`src/rtl/tinker_pkg.sv`:
```
// Shared types and constants for the Tinker fetch stage.
//   DEFAULT_OP_HALT  : opcode (instr[31:27]) that stops fetching
//   DEFAULT_RESET_PC : fetch PC after reset
//   fetch_state_t    : fetch state machine encoding
//   fetch_entry_t    : {pc, instr} pair held in the instruction queue
package tinker_pkg;

  localparam logic [4:0]  DEFAULT_OP_HALT  = 5'h0F;
  localparam logic [31:0] DEFAULT_RESET_PC = 32'h0000_2000;

  typedef enum logic [1:0] {
    IDLE   = 2'd0,
    REQ    = 2'd1,
    WAIT   = 2'd2,
    HALTED = 2'd3
  } fetch_state_t;

  typedef struct packed {
    logic [31:0] pc;
    logic [31:0] instr;
  } fetch_entry_t;

  // An all-zero word is treated like a halt so fetch stops on uninitialised memory.
  function automatic logic is_halt_word(input logic [31:0] instr, input logic [4:0] op_halt);
    return (instr[31:27] == op_halt) || (instr == 32'h0);
  endfunction

endpackage

```
`src/rtl/tinker_fetch_fifo.sv`:
```
// DEPTH-entry synchronous FIFO of fetch_entry_t.
//   clk, reset : clock, asynchronous active-high reset
//   push/data  : write an entry (caller guarantees space)
//   pop        : drop the head (ignored when empty)
//   flush      : empty the queue; overrides a same-cycle push/pop
//   head       : oldest entry, count/full/empty : occupancy status
module tinker_fetch_fifo
  import tinker_pkg::*;
#(
  parameter int unsigned DEPTH = 4
) (
  input  logic                     clk,
  input  logic                     reset,
  input  logic                     push,
  input  fetch_entry_t             push_data,
  input  logic                     pop,
  input  logic                     flush,
  output fetch_entry_t             head,
  output logic [$clog2(DEPTH):0]   count,
  output logic                     full,
  output logic                     empty
);

  localparam int unsigned AW = $clog2(DEPTH);

  fetch_entry_t   mem_q [DEPTH];
  logic [AW-1:0]  wr_ptr_q, rd_ptr_q;
  logic [AW:0]    count_q;
  logic           do_pop;

  assign do_pop = pop & ~empty;

  always_ff @(posedge clk or posedge reset) begin
    if (reset) begin
      wr_ptr_q <= '0;
      rd_ptr_q <= '0;
      count_q  <= '0;
    end else if (flush) begin
      wr_ptr_q <= '0;
      rd_ptr_q <= '0;
      count_q  <= '0;
    end else begin
      if (push)   wr_ptr_q <= wr_ptr_q + AW'(1);
      if (do_pop) rd_ptr_q <= rd_ptr_q + AW'(1);
      count_q <= count_q + {{AW{1'b0}}, push} - {{AW{1'b0}}, do_pop};
    end
  end

  // Storage needs no reset: nothing is visible until count is non-zero.
  always_ff @(posedge clk) begin
    if (push && !flush) mem_q[wr_ptr_q] <= push_data;
  end

  assign head  = mem_q[rd_ptr_q];
  assign count = count_q;
  assign full  = (count_q == (AW + 1)'(DEPTH));
  assign empty = (count_q == '0);

endmodule

```
`src/rtl/tinker_fetch_unit.sv`:
```
// Decoupled instruction fetch for the Tinker core.
//   clk, reset                : clock, asynchronous active-high reset
//   redirect_valid/pc         : control redirect (taken branch/jump), highest priority
//   imem_req/addr/gnt         : one-outstanding request handshake to instruction memory
//   imem_rvalid/rdata         : response word
//   out_valid/ready/instr/pc  : {pc, instr} stream to decode
//   halted                    : fetch stopped on a halt word; cleared by redirect
module tinker_fetch_unit
  import tinker_pkg::*;
#(
  parameter int unsigned DEPTH    = 4,
  parameter logic [31:0] RESET_PC = DEFAULT_RESET_PC,
  parameter logic [4:0]  OP_HALT  = DEFAULT_OP_HALT
) (
  input  logic        clk,
  input  logic        reset,
  input  logic        redirect_valid,
  input  logic [31:0] redirect_pc,
  output logic        imem_req,
  output logic [31:0] imem_addr,
  input  logic        imem_gnt,
  input  logic        imem_rvalid,
  input  logic [31:0] imem_rdata,
  output logic        out_valid,
  input  logic        out_ready,
  output logic [31:0] out_instr,
  output logic [31:0] out_pc,
  output logic        halted
);

  localparam int unsigned CW = $clog2(DEPTH) + 1;

  fetch_state_t  state_q, state_d;
  logic [31:0]   fetch_pc_q, fetch_pc_d;
  logic [31:0]   inflight_pc_q, inflight_pc_d;
  logic          discard_q, discard_d;

  logic          fifo_push, fifo_pop, fifo_full, fifo_empty;
  logic [CW-1:0] fifo_count;
  fetch_entry_t  fifo_head, push_entry;
  logic [CW:0]   occupancy;
  logic          credit_ok;
  logic          unused_redirect_lsb;

  assign unused_redirect_lsb = ^redirect_pc[1:0];

  // Queue entries plus the word in flight must stay below DEPTH before a new request.
  assign occupancy = {1'b0, fifo_count} + {{CW{1'b0}}, (state_q == WAIT)};
  assign credit_ok = (occupancy < (CW + 1)'(DEPTH));

  assign push_entry = '{pc: inflight_pc_q, instr: imem_rdata};
  assign fifo_push  = (state_q == WAIT) & imem_rvalid & ~discard_q & ~redirect_valid &
                      (~fifo_full | fifo_pop);
  assign fifo_pop   = out_valid & out_ready & ~redirect_valid;

  always_comb begin
    state_d       = state_q;
    fetch_pc_d    = fetch_pc_q;
    inflight_pc_d = inflight_pc_q;
    discard_d     = discard_q;

    unique case (state_q)
      IDLE: begin
        if (credit_ok) state_d = REQ;
      end
      REQ: begin
        if (imem_gnt) begin
          inflight_pc_d = fetch_pc_q;
          fetch_pc_d    = fetch_pc_q + 32'd4;
          state_d       = WAIT;
        end
      end
      WAIT: begin
        if (imem_rvalid) begin
          discard_d = 1'b0;
          state_d   = (!discard_q && is_halt_word(imem_rdata, OP_HALT)) ? HALTED : IDLE;
        end
      end
      HALTED: state_d = HALTED;
      default: state_d = IDLE;
    endcase

    if (redirect_valid) begin
      fetch_pc_d = {redirect_pc[31:2], 2'b00};
      // A granted request still owes a response: wait it out and drop it.
      if ((state_q == WAIT && !imem_rvalid) || (state_q == REQ && imem_gnt)) begin
        state_d   = WAIT;
        discard_d = 1'b1;
      end else begin
        state_d   = IDLE;
        discard_d = 1'b0;
      end
    end
  end

  always_ff @(posedge clk or posedge reset) begin
    if (reset) begin
      state_q       <= IDLE;
      fetch_pc_q    <= RESET_PC;
      inflight_pc_q <= '0;
      discard_q     <= 1'b0;
    end else begin
      state_q       <= state_d;
      fetch_pc_q    <= fetch_pc_d;
      inflight_pc_q <= inflight_pc_d;
      discard_q     <= discard_d;
    end
  end

  tinker_fetch_fifo #(
    .DEPTH (DEPTH)
  ) u_fifo (
    .clk       (clk),
    .reset     (reset),
    .push      (fifo_push),
    .push_data (push_entry),
    .pop       (fifo_pop),
    .flush     (redirect_valid),
    .head      (fifo_head),
    .count     (fifo_count),
    .full      (fifo_full),
    .empty     (fifo_empty)
  );

  assign imem_req  = (state_q == REQ);
  assign imem_addr = imem_req ? fetch_pc_q : 32'h0;
  assign out_valid = ~fifo_empty;
  assign out_instr = out_valid ? fifo_head.instr : 32'h0;
  assign out_pc    = out_valid ? fifo_head.pc : 32'h0;
  assign halted    = (state_q == HALTED);

endmodule

```
`config.mk`:
```
export PLATFORM = sky130hd
export DESIGN_NAME = tinker_fetch_unit
export DESIGN_NICKNAME = d
export VERILOG_FILES = /design/src/rtl/tinker_pkg.sv /design/src/rtl/tinker_fetch_fifo.sv /design/src/rtl/tinker_fetch_unit.sv
export SDC_FILE = /design/constraint.sdc
export NUM_CORES = 1
export LEC_CHECK = 0
export ABC_AREA = 0
export BUFFER_PORTS_ARGS = -buffer_cell sky130_fd_sc_hd__buf_2
export CAP_MARGIN = 20
export CORE_ASPECT_RATIO = 1.5
export CORE_UTILIZATION = 25
export CTS_BUF_LIST = sky130_fd_sc_hd__clkbuf_4 sky130_fd_sc_hd__clkbuf_8
export CTS_CLUSTER_DIAMETER = 50
export DETAILED_ROUTE_END_ITERATION = 12
export RECOVER_POWER = 25
export SLEW_MARGIN = 15
export SYNTH_ARGS = -nofsm -noshare
export SYNTH_HDL_FRONTEND = slang
export SYNTH_SLANG_ARGS = --single-unit
```
`constraint.sdc`:
```
create_clock -name clk -period 3.1 [get_ports clk]
set_input_delay 0.465 -clock clk [delete_from_list [all_inputs] [get_ports clk]]
set_output_delay 0.465 -clock clk [all_outputs]
set_load 0.02 [all_outputs]
```
==> results of run 1 <==
-- cell families (layout without fill, tap and decap cells) --
family / count (synthesis) / after routing / share of synthesized area (%)
flip-flops: 318 / 318 / 69.9
AND/OR/NAND/NOR: 234 / 234 / 10.3
multiplexers: 90 / 90 / 13.0
AO/OA/AOI/OAI: 64 / 64 / 3.02
buffers and inverters: 62 / 296 / 2.00
XOR/XNOR: 13 / 13 / 0.865
adder cells (fa/ha/maj): 9 / 9 / 0.912
other: 1 / 5 / 0.0285
-- power by group through the flow --
stage / logic (mW) / clock network, mW / registers (mW)
floorplan: 2.04 / 0 / 5.44
global placement: 2.99 / 0 / 5.59
detailed placement: 3.01 / 0 / 5.63
CTS: 3.02 / 4.36 / 5.54
global route: 3.18 / 4.51 / 5.60
finish: 2.90 / 4.23 / 5.54
-- routing by layer --
| metal | vias to the layer above | track usage, % | routed length [µm] |
|---|---|---|---|
| met3 | 66 | 2.30 | 1450 |
| li1 | 3456 | - | - |
| met4 | 2 | 5.26 | 1070 |
| met1 | 3870 | 13.5 | 12500 |
| met5 | - | 0 | 13 |
| met2 | 197 | 22.0 | 17000 |
-- cells in the mapped netlist, types with 2 or more instances --
| master | instances | share of area, % |
|---|---|---|
| edfxtp_1 | 248 | 57 |
| and2_1 | 99 | 4.7 |
| dfrtp_1 | 69 | 13 |
| mux4_2 | 62 | 11 |
| nand2_1 | 32 | 0.91 |
| clkbuf_1 | 29 | 0.83 |
| mux2_2 | 26 | 2.2 |
| nor2_1 | 26 | 0.74 |
| o21ai_0 | 24 | 0.91 |
| a31oi_1 | 16 | 0.76 |
| or4_1 | 15 | 0.86 |
| nor4_1 | 14 | 0.66 |
| o31ai_1 | 14 | 0.80 |
| inv_1 | 11 | 0.31 |
| nand4_1 | 11 | 0.52 |
| nand3_1 | 10 | 0.38 |
| xnor2_1 | 10 | 0.66 |
| buf_1 | 9 | 0.26 |
| ha_1 | 8 | 0.76 |
| buf_2 | 7 | 0.27 |
| nor3_1 | 5 | 0.19 |
| or3_1 | 5 | 0.24 |
| a21oi_1 | 4 | 0.15 |
| and4_1 | 4 | 0.27 |
| buf_4 | 4 | 0.23 |
| nand2b_1 | 3 | 0.14 |
| nor2b_1 | 3 | 0.14 |
| xor2_1 | 3 | 0.20 |
| a211o_1 | 2 | 0.13 |
| mux2i_1 | 2 | 0.15 |
| nor4b_1 | 2 | 0.13 |
-- repair_timing --
| action | CTS | global route |
|---|---|---|
| setup endpoints to repair | 0 | 0 |
| hold endpoints to repair | 69 | 0 |
| hold buffers | 1 | 0 |
-- cells in the final DEF, fill, tap and decap left out, types with 3 or more instances in the layout --
master / n
edfxtp_1: 248
buf_2: 130
and2_1: 95
dfrtp_1: 67
mux4_2: 62
clkbuf_8: 53
nand2_1: 32
clkbuf_1: 32
mux2_2: 26
nor2_1: 26
o21ai_0: 24
a31oi_1: 16
or4_1: 15
nor4_1: 14
o31ai_1: 14
buf_12: 13
buf_4: 13
nand4_1: 11
clkbuf_4: 11
inv_1: 10
xnor2_1: 10
nand3_1: 10
clkinv_1: 9
bufinv_16: 9
ha_1: 8
clkinv_2: 6
nor3_1: 5
clkinv_4: 5
and2_4: 4
and4_1: 4
a21oi_1: 4
or3_1: 4
conb_1: 4
nand2b_1: 3
xor2_1: 3
-- per-stage QoR --
step           hold slack [ns]  setup WS [ns]  cells
2_1_floorplan            0.471          0.372    794
3_3_place_gp             0.486          0.564   1608
3_5_place_dp             0.499          0.557   1608
4_1_cts                 0.0146         0.0822   1704
5_1_grt                 0.0598         0.0536   1705
6_report                0.0776          0.219   1705
-- registers in the layout (all words and copies together), names as in the netlist --
signal	count
discard_q	1
state_q	2
u_fifo.wr_ptr_q	2
u_fifo.rd_ptr_q	2
u_fifo.mem_q	248
u_fifo.count	3
fetch_pc_q	30
inflight_pc_q	30
-- worst max-delay path by stage --
| stage | to | cells past startpoint | slack (ns) | startpoint |
|---|---|---|---|---|
| finish | out_instr[29] | 4 | 0.22 | u_fifo.rd_ptr_q[1]$_DFFE_PP0P_ |
| global route | out_instr[30] | 4 | 0.05 | u_fifo.rd_ptr_q[1]$_DFFE_PP0P_ |
| CTS | out_instr[29] | 4 | 0.08 | u_fifo.rd_ptr_q[1]$_DFFE_PP0P_ |
| detailed placement | fetch_pc_q[21]$_DFFE_PP0P_ | 4 | 0.56 | state_q[1]$_DFFE_PP0P_ |
| global placement | fetch_pc_q[15]$_DFFE_PP0P_ | 4 | 0.56 | state_q[1]$_DFFE_PP0P_ |
| floorplan | u_fifo.mem_q[1][0]$_DFFE_PP_ | 4 | 0.37 | state_q[1]$_DFFE_PP0P_ |
-- critical path: cells and delay by family, from the launching register on --
| kind | cells | cell delay [ns] |
|---|---|---|
| simple gates | 1 | 0.19 |
| flops | 1 | 0.70 |
| buf+inv | 2 | 0.56 |
| mux | 1 | 0.36 |
-- layout make-up --
cell class | count | area share, %
Sequential cell | 318 | 56.9
Multi-Input combinational cell | 414 | 23.1
Inverter | 12 | 0.278
Tap cell | 676 | 5.23
Timing Repair Buffer | 189 | 7.04
Antenna cell | 1 | 0.0155
Clock inverter | 31 | 2.47
Clock buffer | 64 | 5.02
==> impl_results.md, run 1 <==
- Final core occ: 31.2%
- Count of cell types in the netlist: 45
- Actual slew at the worst max-slew pin: 0.697 ns
- Post-synth EDFFs: 248
- CTS resizes: 0
- GRT Total Usage: 12.1%
- Initial DRC count: 420
- Avg Inst Size Synth: 16.6 µm²
- Yosys Warn Count: 0
- Tmin final: 2.88 ns
- Power Density: 783 nW/µm²
- Slew HR: 53.5%
- Final TNS setup: 0 ns
- Die Height: 283 µm
- Reg2Reg Capture Point: fetch_pc_q[21]$_DFFE_PP0P_
- Ys async rst share: 22.0%
- VDD IR max: 268 µV
- FF-to-FF path depth: 4
- Post-Layout Inst Area: 16200 µm²
- Crit path max-delay cell type: dfrtp_4
- HP Class: in2reg
- CP peak stage delay: 0.70 ns
- Net switching share of the total power: 29.6%
- Count of state elements after synthesis: 318
- Final-report hold violation count: 0
- CTS clk-pin slew, worst paths: 0.07 ns
- Largest net degree at the start of global routing: 71
- H-tree Lvls: 2
- Run status: finished clean
- Die Span X: 189 µm
- Maxcap violations: 0
- Syn Inst Count: 791
- Clock Tree Root: clkbuf_8
- Num CTS Buffers: 51
- Total design power: 12.7 mW
- Row count: 102
- Core area: 51800 µm²
- Worst Hold End: fetch_pc_q[13]$_DFFE_PP1P_
- CTS Buffer Depth: 3
- Starting density of the core: 25.4%
- GRT overflow: 0
- ANT nets after route: 0
- Switch Pwr: 3.75 mW
- Worst path cell trace: buf_4, mux4_2, and2_1, buf_2
- Worst path required time: 2.63 ns
- Final net count: 1065
- Pint: 8.91 mW
- DRC: 0
- Most used flip-flop cell after synthesis: edfxtp_1
- IO buf count: 162
- Drt pass-1 iters: 4
- Postcts setup bufs: 0
- Pleak: 5.69 nW
- Startpoint Class: register
- Area Growth Syn to Fin: 22.9%
- Drt wl/cell: 18.8 µm
- CP Capture Type: primary output
- Final Skew: 0.0447 ns
- CTS tree: done
- Highest Clock Rate: 0.347 GHz
- Sequential area share after synthesis: 69.9%
- Crit path kind: reg2out
- Initial antenna violation count: 2
- Hold Crit Depth: 3
- Hpwl dp: 21200 µm
- FF-to-FF Start: state_q[1]$_DFFE_PP0P_
- Slew Limit Fails: 0
- Comb power frac: 22.9%
- Layout cells sized above 1: 33.5%
- CTS sink cnt: 318
- Setup violators final: 0
- Layout filler cell count: 5200
- Reg-to-reg setup timing slack: 0.50 ns
- Vias in the first global route: 8228
- CP max FO: 24
- Placed Area: 15000 µm²
- Gpl congestion: 0.757
- WL final: 32000 µm
- RSZ-0062 raised after global routing: false
- Reg area: 9210 µm²
- Synthesized area: 13200 µm²
- Hold Startpoint: redirect_pc[13]
- Avg Vias per Cell: 4.45
- Via count: 7591
- Die area: 53600 µm²
- Crit share post-route: 92.9%
- Sequential share of power: 43.7%
- First-pass GRT wire length: 49000 µm
- Arr. time, crit path: 2.42 ns
- Clock power share: 33.4%
- Multi-input logic area: 3730 µm²
- Clock latency on the worst-skew pair: 0.60 ns
- # IOs: 169
Power figures use the tool's default switching activity.
==> run 2: changes to the inputs <==
--- a/config.mk
+++ b/config.mk
@@ -9,7 +9,7 @@
 export BUFFER_PORTS_ARGS = -buffer_cell sky130_fd_sc_hd__buf_2
 export CAP_MARGIN = 20
 export CORE_ASPECT_RATIO = 1.5
-export CORE_UTILIZATION = 25
+export CORE_UTILIZATION = 30
 export CTS_BUF_LIST = sky130_fd_sc_hd__clkbuf_4 sky130_fd_sc_hd__clkbuf_8
 export CTS_CLUSTER_DIAMETER = 50
 export DETAILED_ROUTE_END_ITERATION = 12
==> impl_results.md, run 2 (synthesis results as in run 1) <==
- Die Span X: 173 µm
- Initial DRC count: 413
- Vias in the first global route: 8020
- Largest registers: u_fifo.mem_q: 248 flops, fetch_pc_q: 30 flops, inflight_pc_q: 30 flops
- Clock Tree Root: clkbuf_8
- Worst path required time: 2.63 ns
- CTS sink cnt: 318
- Tmin final: 2.93 ns
- Actual slew at the worst max-slew pin: 0.704 ns
- CTS Buffer Depth: 3
- Final-report hold violation count: 0
- Power Density: 751 nW/µm²
- CTS clk-pin slew, worst paths: 0.06 ns
- Postcts setup bufs: 0
- Via count: 7555
- # IOs: 169
- Non-Filler Instances: 1591
- ANT nets after route: 0
- H-tree Lvls: 2
- Largest net degree at the start of global routing: 65
- RSZ-0062 raised after global routing: false
- Layout filler cell count: 4068
- Final core occ: 36.6%
- CTS resizes: 0
- Pleak: 5.59 nW
- Initial antenna violation count: 2
- Maxcap violations: 0
- Area Growth Syn to Fin: 19.9%
- Die Height: 259 µm
- Avg Vias per Cell: 4.75
- HP Class: in2reg
- First-pass GRT wire length: 47200 µm
- GRT Total Usage: 13.8%
- Crit share post-route: 94.6%
- Final Skew: 0.0231 ns
- Setup violators final: 0
- Slew HR: 53.1%
- Crit path max-delay family: flip-flops
- Final net count: 1061
- Gpl congestion: 0.762
- Post-Layout Inst Area: 15800 µm²
- Highest Clock Rate: 0.341 GHz
- Layout cells sized above 1: 33.0%
- Placed Area: 14900 µm²
- VDD IR max: 337 µV
- Drt wl/cell: 19.2 µm
- CP Buf/Inv Count: 2
- Crit path kind: reg2out
- CP peak stage delay: 0.72 ns
- Run status: finished clean
- Final TNS setup: 0 ns
- Inst Count DP: 1502
- Row count: 93
- Num CTS Buffers: 47
- Crit path max-delay cell type: dfrtp_4
- Clock latency on the worst-skew pair: 0.57 ns
- Max reg flops: 248
- Hold Buf Count CTS: 1
- Starting density of the core: 30.5%
- Core area: 43200 µm²
- Reg-to-reg setup timing slack: 0.50 ns
- Die area: 44800 µm²
- IO buf count: 162
- Slew Limit Fails: 0
- WL final: 30500 µm
- Hpwl dp: 19900 µm
- Commonest cells after routing, fill and taps aside: 248 x edfxtp_1, 130 x buf_2, 95 x and2_1, 67 x dfrtp_1, 62 x mux4_2
- Worst path cell trace: buf_12, mux4_2, and2_1, buf_2
- CTS tree: done
- CP max FO: 21
- Drt pass-1 iters: 4
- GRT overflow: 0
- Top reg by flops: u_fifo.mem_q
- Most common cell after layout, fill and taps aside: edfxtp_1
- CP Capture Type: primary output
- Arr. time, crit path: 2.47 ns
- DRC: 0
- Hold Slack: 0.104 ns
- Startpoint Class: register
run 2: changes by cell type in the layout (fill, tap and decap cells not counted):
cell / delta
clkbuf_4: +7
clkinv_1: -1
clkinv_4: -4
bufinv_16: -7
clkbuf_8: -4
dfrtp_2: +1
clkinv_2: +1
dfrtp_4: -1
diode_2: +1
clkinvlp_4: -1
run 2: worst register-to-register path, stage by stage (launching register included):
cell and delay, ns:
dfrtp_1 0.49, nand3b_2 0.31, or4_1 0.89, or4_1 0.62
a31oi_1 0.20
run 2: area by class of cell:
cell class	count	area [µm²]	area share (%)
flip-flops and latches	318	9210	58.3
clock buffers	67	810	5.12
diodes	2	5.00	0.0317
well taps	570	713	4.51
inverters	12	45.0	0.285
repair buffers	189	1140	7.21
multi-input cells	414	3730	23.6
clock inverters	19	149	0.943
run 2: final timing paths:
path | end | startpoint | cells after the start
min in group asynchronous | inflight_pc_q[18]$_DFFE_PP0P_ | reset | 3
setup / recovery | out_pc[10] | u_fifo.rd_ptr_q[0]$_DFFE_PP0P_ | 4
setup reg to reg | fetch_pc_q[31]$_DFFE_PP0P_ | state_q[1]$_DFFE_PP0P_ | 4
hold / removal | fetch_pc_q[11]$_DFFE_PP0P_ | redirect_pc[11] | 3
max in group asynchronous | fetch_pc_q[13]$_DFFE_PP1P_ | reset | 4
hold reg to reg | u_fifo.mem_q[1][62]$_DFFE_PP_ | inflight_pc_q[30]$_DFFE_PP0P_ | 0
run 2: through the flow:
| stage | setup slack, ns | power, mW |
|---|---|---|
| 2_1_floorplan | 0.372 | 7.48 |
| 3_3_place_gp | 0.597 | 8.56 |
| 3_5_place_dp | 0.560 | 8.63 |
| 4_1_cts | 0.0551 | 12.1 |
| 5_1_grt | 0.0274 | 12.5 |
| 6_report | 0.168 | 11.9 |
run 2: where the power goes:
group / total (mW) / leakage [nW] / internal [mW] / switching [mW]
Clock: 3.43 / 0.512 / 1.86 / 1.57
Sequential: 5.59 / 3.06 / 5.15 / 0.439
Combinational: 2.85 / 2.01 / 1.26 / 1.59
run 2: layer usage:
metal  routed length, µm  global-route usage (%)  vias to the layer above
met5                  13                       0                        -
met4                 997                    6.02                        2
met3                1120                    2.51                       55
met2               16500                    25.4                      175
met1               11900                    15.6                     3868
li1                    -                       -                     3455
==> run 3: changes to the inputs <==
--- a/config.mk
+++ b/config.mk
@@ -9,10 +9,12 @@
 export BUFFER_PORTS_ARGS = -buffer_cell sky130_fd_sc_hd__buf_2
 export CAP_MARGIN = 20
 export CORE_ASPECT_RATIO = 1.5
-export CORE_UTILIZATION = 30
+export CORE_UTILIZATION = 54
 export CTS_BUF_LIST = sky130_fd_sc_hd__clkbuf_4 sky130_fd_sc_hd__clkbuf_8
 export CTS_CLUSTER_DIAMETER = 50
 export DETAILED_ROUTE_END_ITERATION = 12
+export MAX_ROUTING_LAYER = met4
+export PLACE_DENSITY = 0.78
 export RECOVER_POWER = 25
 export SLEW_MARGIN = 15
 export SYNTH_ARGS = -nofsm -noshare
==> impl_results.md, run 3 (synthesis results as in run 1) <==
- Run status: finished clean
- Area Growth Syn to Fin: 16.5%
- GRT overflow: 0
- Highest Clock Rate: 0.341 GHz
- Setup violators final: 0
- WL final: 25300 µm
- Num CTS Buffers: 47
- Slew HR: 52.9%
- Drt wl/cell: 19.0 µm
- Most common cell after layout, fill and taps aside: edfxtp_1
- HP Class: in2reg
- Initial DRC count: 353
- Crit share post-route: 94.5%
- Maxcap violations: 0
- Drt pass-1 iters: 5
- CTS sink cnt: 318
- Total design power: 11.6 mW
- Largest registers: u_fifo.mem_q: 248 flops, fetch_pc_q: 30 flops, inflight_pc_q: 30 flops
- Actual slew at the worst max-slew pin: 0.707 ns
- Worst path cell trace: buf_4, mux4_2, and2_1, buf_2
- Reg-to-reg setup timing slack: 0.52 ns
- First-pass GRT wire length: 40600 µm
- Clock Tree Root: clkbuf_8
- Die Height: 193 µm
- H-tree Lvls: 2
- Final net count: 1056
- VDD IR max: 403 µV
- Final-report hold violation count: 0
- Clock latency on the worst-skew pair: 0.55 ns
- ANT nets after route: 0
- Largest net degree at the start of global routing: 65
- Core area: 23800 µm²
- Die Span X: 130 µm
- Crit path kind: reg2out
- Avg Vias per Cell: 5.54
- Postcts setup bufs: 0
- Row count: 69
- Vias in the first global route: 7650
- Top reg by flops: u_fifo.mem_q
- # IOs: 169
- Layout cells sized above 1: 32.5%
- Final TNS setup: 0 ns
- Power Density: 757 nW/µm²
- Gpl congestion: 0.821
- DRC: 0
- RSZ-0062 raised after global routing: false
- CTS clk-pin slew, worst paths: 0.07 ns
- CP max FO: 22
- Hold Buf Count CTS: 1
- CP Capture Type: primary output
- Slew Limit Fails: 0
- IO buf count: 162
- Startpoint Class: register
- Starting density of the core: 55.3%
- CTS tree: done
- Crit path max-delay cell type: dfrtp_4
- Pleak: 5.53 nW
- Arr. time, crit path: 2.46 ns
- Max reg flops: 248
- Worst path required time: 2.63 ns
- Via count: 7386
- CTS resizes: 0
- CTS Buffer Depth: 3
- Tmin final: 2.93 ns
- Commonest cells after routing, fill and taps aside: 248 x edfxtp_1, 130 x buf_2, 95 x and2_1, 67 x dfrtp_1, 62 x mux4_2
- CP peak stage delay: 0.72 ns
- Die area: 25000 µm²
- # diodes: 0
- Initial antenna violation count: 0
- GRT Total Usage: 22.0%
- Hpwl dp: 16200 µm
- Final Skew: 0.0183 ns
## run 3: cell count changes in the layout (fill, tap and decap cells not counted), moves of 2 or more
cell      before  now
and2_2         0    4
clkinv_2       7    5
and2_4         4    0
clkbuf_4      18   22
buf_12        13    7
diode_2        2    0
## run 3: critical path, delay by kind of cell (launching register included)
kind / cells / cell delay (ns)
flops: 1 / 0.72
mux: 1 / 0.53
buf+inv: 2 / 0.48
simple gates: 1 / 0.17
## run 3: layout make-up
cell class	instances	area (µm²)
clock buffers	72	853
clock inverters	14	90.1
fillers	1776	8490
inverters	12	45.0
multi-input cells	414	3720
flip-flops and latches	318	9210
well taps	319	399
repair buffers	184	1030
## run 3: final timing paths
kind,startpoint,cells past startpoint,endpoint
worst max-delay path,u_fifo.rd_ptr_q[0]$_DFFE_PP0P_,4,out_instr[18]
worst min-delay path,redirect_pc[3],3,fetch_pc_q[3]$_DFFE_PP0P_
worst max register to register,state_q[1]$_DFFE_PP0P_,4,fetch_pc_q[30]$_DFFE_PP0P_
worst min register to register,inflight_pc_q[29]$_DFFE_PP0P_,0,u_fifo.mem_q[1][61]$_DFFE_PP_
max in group asynchronous,reset,4,fetch_pc_q[13]$_DFFE_PP1P_
min in group asynchronous,reset,3,fetch_pc_q[30]$_DFFE_PP0P_
## run 3: where the power goes
| group | internal [mW] | leakage, nW | switching [mW] |
|---|---|---|---|
| logic | 1.23 | 1.96 | 1.47 |
| clock network | 1.84 | 0.509 | 1.47 |
| registers | 5.15 | 3.06 | 0.455 |
## run 3: routing by layer
layer / vias up / GRT usage [%] / share of wire [%]
met3: 45 / 4.07 / 5.2
met2: 220 / 37.8 / 54
li1: 3437 / - / -
met4: 0 / 7.45 / 2.2
met5: - / - / 0
met1: 3684 / 25.9 / 39
## run 3: through the flow
stage / area, µm² / hold slack, ns / std cells / utilization (%) / worst slack (ns)
6_report: 15300 / 0.113 / 1333 / 64.4 / 0.171
4_1_cts: 15400 / 0.0796 / 1333 / 64.6 / 0.0912
5_1_grt: 15300 / 0.103 / 1333 / 64.4 / 0.0177
3_3_place_gp: 14400 / 0.484 / 1246 / 60.6 / 0.620
3_5_place_dp: 14400 / 0.495 / 1246 / 60.6 / 0.553
2_1_floorplan: 13200 / 0.471 / 794 / - / 0.372
